### src/rtl/rv32i_pkg.sv
// Shared definitions for the rv32i pipeline and its helpers.
//   DPW           : datapath / address width of the core
//   ldr_state_t   : state encoding of the data-memory preload sequencer
//   LDR_ADDR_STEP : byte stride between consecutive preloaded words
package rv32i_pkg;

    localparam int DPW = 32;

    typedef enum logic [1:0] {
        LDR_IDLE = 2'd0,
        LDR_LOAD = 2'd1,
        LDR_DONE = 2'd2,
        LDR_ERR  = 2'd3
    } ldr_state_t;

    localparam int LDR_ADDR_STEP = 4;

endpackage

### src/rtl/dmem_loader.sv
// dmem_loader: streams words into the pipeline's D_cache preload port and
// keeps the core in reset until the whole image is written.
// Ports:
//   clk, arst_n              clock (rising edge), async active-low reset
//   start                    pulse: latch base_addr/word_count, begin a load
//   base_addr, word_count    byte address of first word, number of words
//   s_valid, s_data, s_ready valid/ready word stream in
//   data_en, input_data,     D_cache write strobe, data and byte address
//   input_addr               (one cycle after each accepted beat)
//   core_rst_n               low while a load is pending or rejected
//   busy, done, error        load in progress / finished / rejected
module dmem_loader #(
    parameter int DPW       = rv32i_pkg::DPW,
    parameter int CNTW      = 16,
    parameter int MEM_WORDS = 1024
) (
    input  logic            clk,
    input  logic            arst_n,
    input  logic            start,
    input  logic [DPW-1:0]  base_addr,
    input  logic [CNTW-1:0] word_count,
    input  logic            s_valid,
    input  logic [DPW-1:0]  s_data,
    output logic            s_ready,
    output logic            data_en,
    output logic [DPW-1:0]  input_data,
    output logic [DPW-1:0]  input_addr,
    output logic            core_rst_n,
    output logic            busy,
    output logic            done,
    output logic            error
);
    import rv32i_pkg::*;

    // Wide enough that base + 4*count can never wrap.
    localparam int XW = DPW + CNTW + 2;
    localparam logic [XW-1:0] MEM_BYTES = XW'(MEM_WORDS) * XW'(LDR_ADDR_STEP);

    ldr_state_t      stateR;
    ldr_state_t      nextState;
    logic [DPW-1:0]  addrR;
    logic [CNTW-1:0] remR;
    logic            sReadyR, busyR, doneR, errorR, coreRstNR;
    logic            dataEnR;
    logic [DPW-1:0]  inputDataR, inputAddrR;
    logic            sReadyNext, busyNext, doneNext, errorNext, coreRstNNext;
    logic [XW-1:0]   endAddr;
    logic            badCmd;
    logic            accept;
    logic            loadStart;

    // Command validation and handshake decode.
    always_comb begin
        endAddr = XW'(base_addr) + (XW'(word_count) * XW'(LDR_ADDR_STEP));
        badCmd  = (base_addr[1:0] != 2'b00) || (endAddr > MEM_BYTES);
        accept  = s_valid && sReadyR;
    end

    // State register.
    always_ff @(posedge clk or negedge arst_n) begin
        if (!arst_n) begin
            stateR <= LDR_IDLE;
        end else begin
            stateR <= nextState;
        end
    end

    // Next-state logic; start is only honoured outside LOAD.
    always_comb begin
        nextState = stateR;
        case (stateR)
            LDR_IDLE, LDR_DONE, LDR_ERR: begin
                if (!start) begin
                    nextState = stateR;
                end else if (badCmd) begin
                    nextState = LDR_ERR;
                end else if (word_count == '0) begin
                    nextState = LDR_DONE;
                end else begin
                    nextState = LDR_LOAD;
                end
            end
            LDR_LOAD: begin
                if (accept && (remR == CNTW'(1'b1))) begin
                    nextState = LDR_DONE;
                end else begin
                    nextState = LDR_LOAD;
                end
            end
            default: nextState = LDR_IDLE;
        endcase
        loadStart = (stateR != LDR_LOAD) && (nextState == LDR_LOAD);
    end

    // Output decode from the upcoming state, so every status output is registered.
    always_comb begin
        sReadyNext   = 1'b0;
        busyNext     = 1'b0;
        doneNext     = 1'b0;
        errorNext    = 1'b0;
        coreRstNNext = 1'b0;
        case (nextState)
            LDR_IDLE: sReadyNext = 1'b0;
            LDR_LOAD: begin
                sReadyNext = 1'b1;
                busyNext   = 1'b1;
            end
            LDR_DONE: begin
                doneNext     = 1'b1;
                // Release only once DONE has lasted a cycle: the final write
                // strobe lands in the first DONE cycle and must drain first.
                coreRstNNext = (stateR == LDR_DONE);
            end
            LDR_ERR:  errorNext = 1'b1;
            default:  sReadyNext = 1'b0;
        endcase
    end

    // Status output registers.
    always_ff @(posedge clk or negedge arst_n) begin
        if (!arst_n) begin
            sReadyR   <= 1'b0;
            busyR     <= 1'b0;
            doneR     <= 1'b0;
            errorR    <= 1'b0;
            coreRstNR <= 1'b0;
        end else begin
            sReadyR   <= sReadyNext;
            busyR     <= busyNext;
            doneR     <= doneNext;
            errorR    <= errorNext;
            coreRstNR <= coreRstNNext;
        end
    end

    // Address/remaining counters and the one-cycle-delayed write port.
    always_ff @(posedge clk or negedge arst_n) begin
        if (!arst_n) begin
            addrR      <= '0;
            remR       <= '0;
            dataEnR    <= 1'b0;
            inputDataR <= '0;
            inputAddrR <= '0;
        end else begin
            dataEnR <= accept;
            if (loadStart) begin
                addrR <= base_addr;
                remR  <= word_count;
            end else if (accept) begin
                addrR <= addrR + DPW'(LDR_ADDR_STEP);
                remR  <= remR - CNTW'(1'b1);
            end else begin
                addrR <= addrR;
                remR  <= remR;
            end
            if (accept) begin
                inputDataR <= s_data;
                inputAddrR <= addrR;
            end else begin
                inputDataR <= inputDataR;
                inputAddrR <= inputAddrR;
            end
        end
    end

    assign s_ready    = sReadyR;
    assign busy       = busyR;
    assign done       = doneR;
    assign error      = errorR;
    assign core_rst_n = coreRstNR;
    assign data_en    = dataEnR;
    assign input_data = inputDataR;
    assign input_addr = inputAddrR;

endmodule
### config.mk
export PLATFORM = sky130hd
export DESIGN_NAME = dmem_loader
export DESIGN_NICKNAME = d
export VERILOG_FILES = /design/src/rtl/rv32i_pkg.sv /design/src/rtl/dmem_loader.sv
export SDC_FILE = /design/constraint.sdc
export NUM_CORES = 1
export LEC_CHECK = 0
export CORE_ASPECT_RATIO = 0.7
export CORE_MARGIN = 1
export CORE_UTILIZATION = 27
export CTS_BUF_LIST = sky130_fd_sc_hd__clkbuf_16
export CTS_CLUSTER_SIZE = 8
export DETAILED_ROUTE_END_ITERATION = 12
export PLACE_DENSITY = 0.46
export SLEW_MARGIN = 10
export SYNTH_ARGS = -nofsm -noshare
export SYNTH_HDL_FRONTEND = slang
export SYNTH_SLANG_ARGS = --single-unit
### constraint.sdc
create_clock -name clk -period 6.1 [get_ports clk]
set_input_delay 1.22 -clock clk [delete_from_list [all_inputs] [get_ports clk]]
set_output_delay 1.22 -clock clk [all_outputs]
set_load 0.02 [all_outputs]
==> results.ini <==
[run_status]
status=finished with violations
failed_checks=design-rule violations

[cts]
cts.repair.resized=0
post-cts-setup-buffer-count=0
hold_buffers=0
cts_tree=done
cts-htree-levels=4
path_clk_slew_ns=0.05
clk_latency_ns=0.41
cts-root-buf=clkbuf_16
clockBufferDepth=2
cts_buffers=17
numClockSinks=119

[timing]
final_max_slew_viol_count=0
setup_viol=0
tightest_slew_ns=0.947
final-hold-violation-count=0
period_share=0.820
rsz0062_at_grt=no
fmax_mhz=200
max_slew_margin=0.363
min_period_ns=5.00
finClkSkew_ns=0.0143
setup_tns_ns=0

[placed_design]
dp_cells=1216
place_congestion=0.847
placed_area_sq_um=8700
port_buffers=153
dp_hpwl_um=15700

[finish]
stdcell_count=1244
drive_gt1_frac=0.107
fin_area_sq_um=9230
nNetsFinal=1014
fillers=2569
area_growth_pct=33.4
antenna_cells=0

[global_route]
grt_first_pass_wirelength_um=33500
antenna_found_initial=0
grt_usage=0.165
grt_overflow_total=0
grt_max_degree=56
grt_pass1_vias=5656

[synthesis]
synthTopCellsByCount=nand2_1 (236), dfrtp_1 (119), nor2_1 (41)
ys_warn_count=0
syn-cell-area_sq_um=6920
ys.flop_type=dfrtp_1
post-synth-top-count-cell=nand2_1
ys_seq_area_frac=0.431
async_flop_share=1.00
synth_seq_cells=119
syn_nets=870
synthesis.instances=766
postSynthAreaPerCell_sq_um=9.03
synth_edf_count=0
synth_top_cell_area_share=0.431
yosys-top-cells-area=dfrtp_1 (43%), nand2_1 (13%), mux2_2 (4.7%)
synth_cell_types=70
yosysTopAreaCell=dfrtp_1

[critical_path]
slowest_stage=clkdlybuf4s50_1
crit_arrival_ns=5.29
critical_path.endpoint_type=register
cp.required_ns=6.39
start_kind=input port
cp_max_fo=48
critical_path_class=input port to register
cpPeakStageDelay_ns=0.49
crit_chain=clkdlybuf4s50_1 > ha_1 > fa_1 > a211oi_2 > o21ai_2 > a211oi_1 > o21ai_2 > nand2_1 > mux2i_1 > nand4b_2 > nor4_4 > buf_12 > mux2_2
crit_top_cell=o21ai_2

[routing]
routed_wl_um=21200
post_drt_wl_per_cell_um=17.0
vias=5915
postRouteAntennaNets=0
post-route-drc-count=8
routed_via_density=4.75
drtPass1Iterations=9
drt-initial-drc-count=397

[floorplanning]
row_count=48
start_util=0.277
die_h_um=136
ios=154
die_width_um=193
core_sq_um=24900
die_area_sq_um=26300

[power]
p_leak_nw=4.14
power_density_nw_per_um2=281
power.total_mw=2.59
ir_worst_vdd_uv=187

[hold_path]
hp-class=register to register

[run]
cap_violations=0

-- stage by stage --
| stage | utilization | hold slack [ns] | setup slack (ns) |
|---|---|---|---|
| after global routing | 0.370 | 0.491 | 0.908 |
| after CTS | 0.370 | 0.463 | 1.15 |
| after floorplan | - | 0.431 | 1.82 |
| after detailed placement | 0.349 | 0.449 | 0.737 |
| final | 0.370 | 0.463 | 1.10 |
| after global placement | 0.349 | 0.448 | 0.799 |
-- critical path: cells and delay by family --
family	cells	cell delay, ns
compound gates	4	1.13
buf+inv	2	0.83
simple gates	3	0.74
fa+ha+maj	2	0.69
mux	2	0.62
-- power by group --
group          leakage, nW  switching, mW  total [mW]  internal [mW]
combinational         2.28          0.354       0.679          0.325
clock                0.274          0.338       0.917          0.579
sequential            1.58         0.0853       0.997          0.912
total                 4.14          0.778        2.59           1.82
-- metal layers --
layer / share of wire / GRT usage / vias up
li1: - / - / 2923
met1: 0.56 / 0.267 / 2828
met3: 0.047 / 0.0355 / 11
met4: 0.0061 / 0.0333 / 0
met2: 0.39 / 0.215 / 153
met5: 0 / 0 / -
-- placed cells by master (no fill, tap or decap), drive strengths merged, types with 3 or more instances in the layout --
master,instances
or2,3
nand3,18
or3,5
o211ai,4
inv,14
and3,9
nand2,236
o21a,6
nand2b,3
mux2,32
clkinv,5
clkdlybuf4s50,152
a21o,4
o22ai,3
nor2b,7
buf,8
a31oi,4
xnor2,24
nand4,21
nand4b,3
o21ai,17
dfrtp,119
nor3,20
and2,4
mux2i,3
xor2,27
nor2,51
ha,19
a21oi,24
nor4,16
clkbuf,17
a211oi,10
and4,4
-- area by class of cell --
class,count,area (sq um),share of cell area
clock inverters,11,97.6,0.0106
clock buffers,17,425,0.0461
well taps,325,407,0.0441
flip-flops and latches,119,2980,0.323
repair buffers,160,1590,0.173
inverters,10,37.5,0.00407
multi-input cells,602,3690,0.400
-- sequential cells by signal, indices dropped and copies added (netlist names) --
signal      flops
core_rst_n      1
input_data     32
input_addr     32
busy            1
error           1
stateR          2
addrR          32
data_en         1
done            1
remR           16
-- worst paths after layout --
| path | start | to | slack (ns) | cells after the start |
|---|---|---|---|---|
| max | word_count[0] | addrR[6] | 1.10 | 13 |
| min | addrR[1] | input_addr[1] | 0.46 | 2 |
| max reg2reg | addrR[3] | addrR[31] | 3.48 | 8 |
| min reg2reg | addrR[1] | input_addr[1] | 0.46 | 2 |
| max in group asynchronous | arst_n | input_addr[18] | 4.34 | 2 |
| min in group asynchronous | arst_n | input_data[20] | 0.73 | 1 |
-- cell families after synthesis --
logic type	count (synthesis)	share of synthesized area
xor gates and xnor gates	51	0.0646
DFF	119	0.431
AOI/OAI and AO/OA	93	0.0983
muxes	35	0.0581
adders and majority gates	20	0.0373
and+or+nand+nor	403	0.274
buffers and inverters	45	0.0367
(Power assumes the default switching activity.)
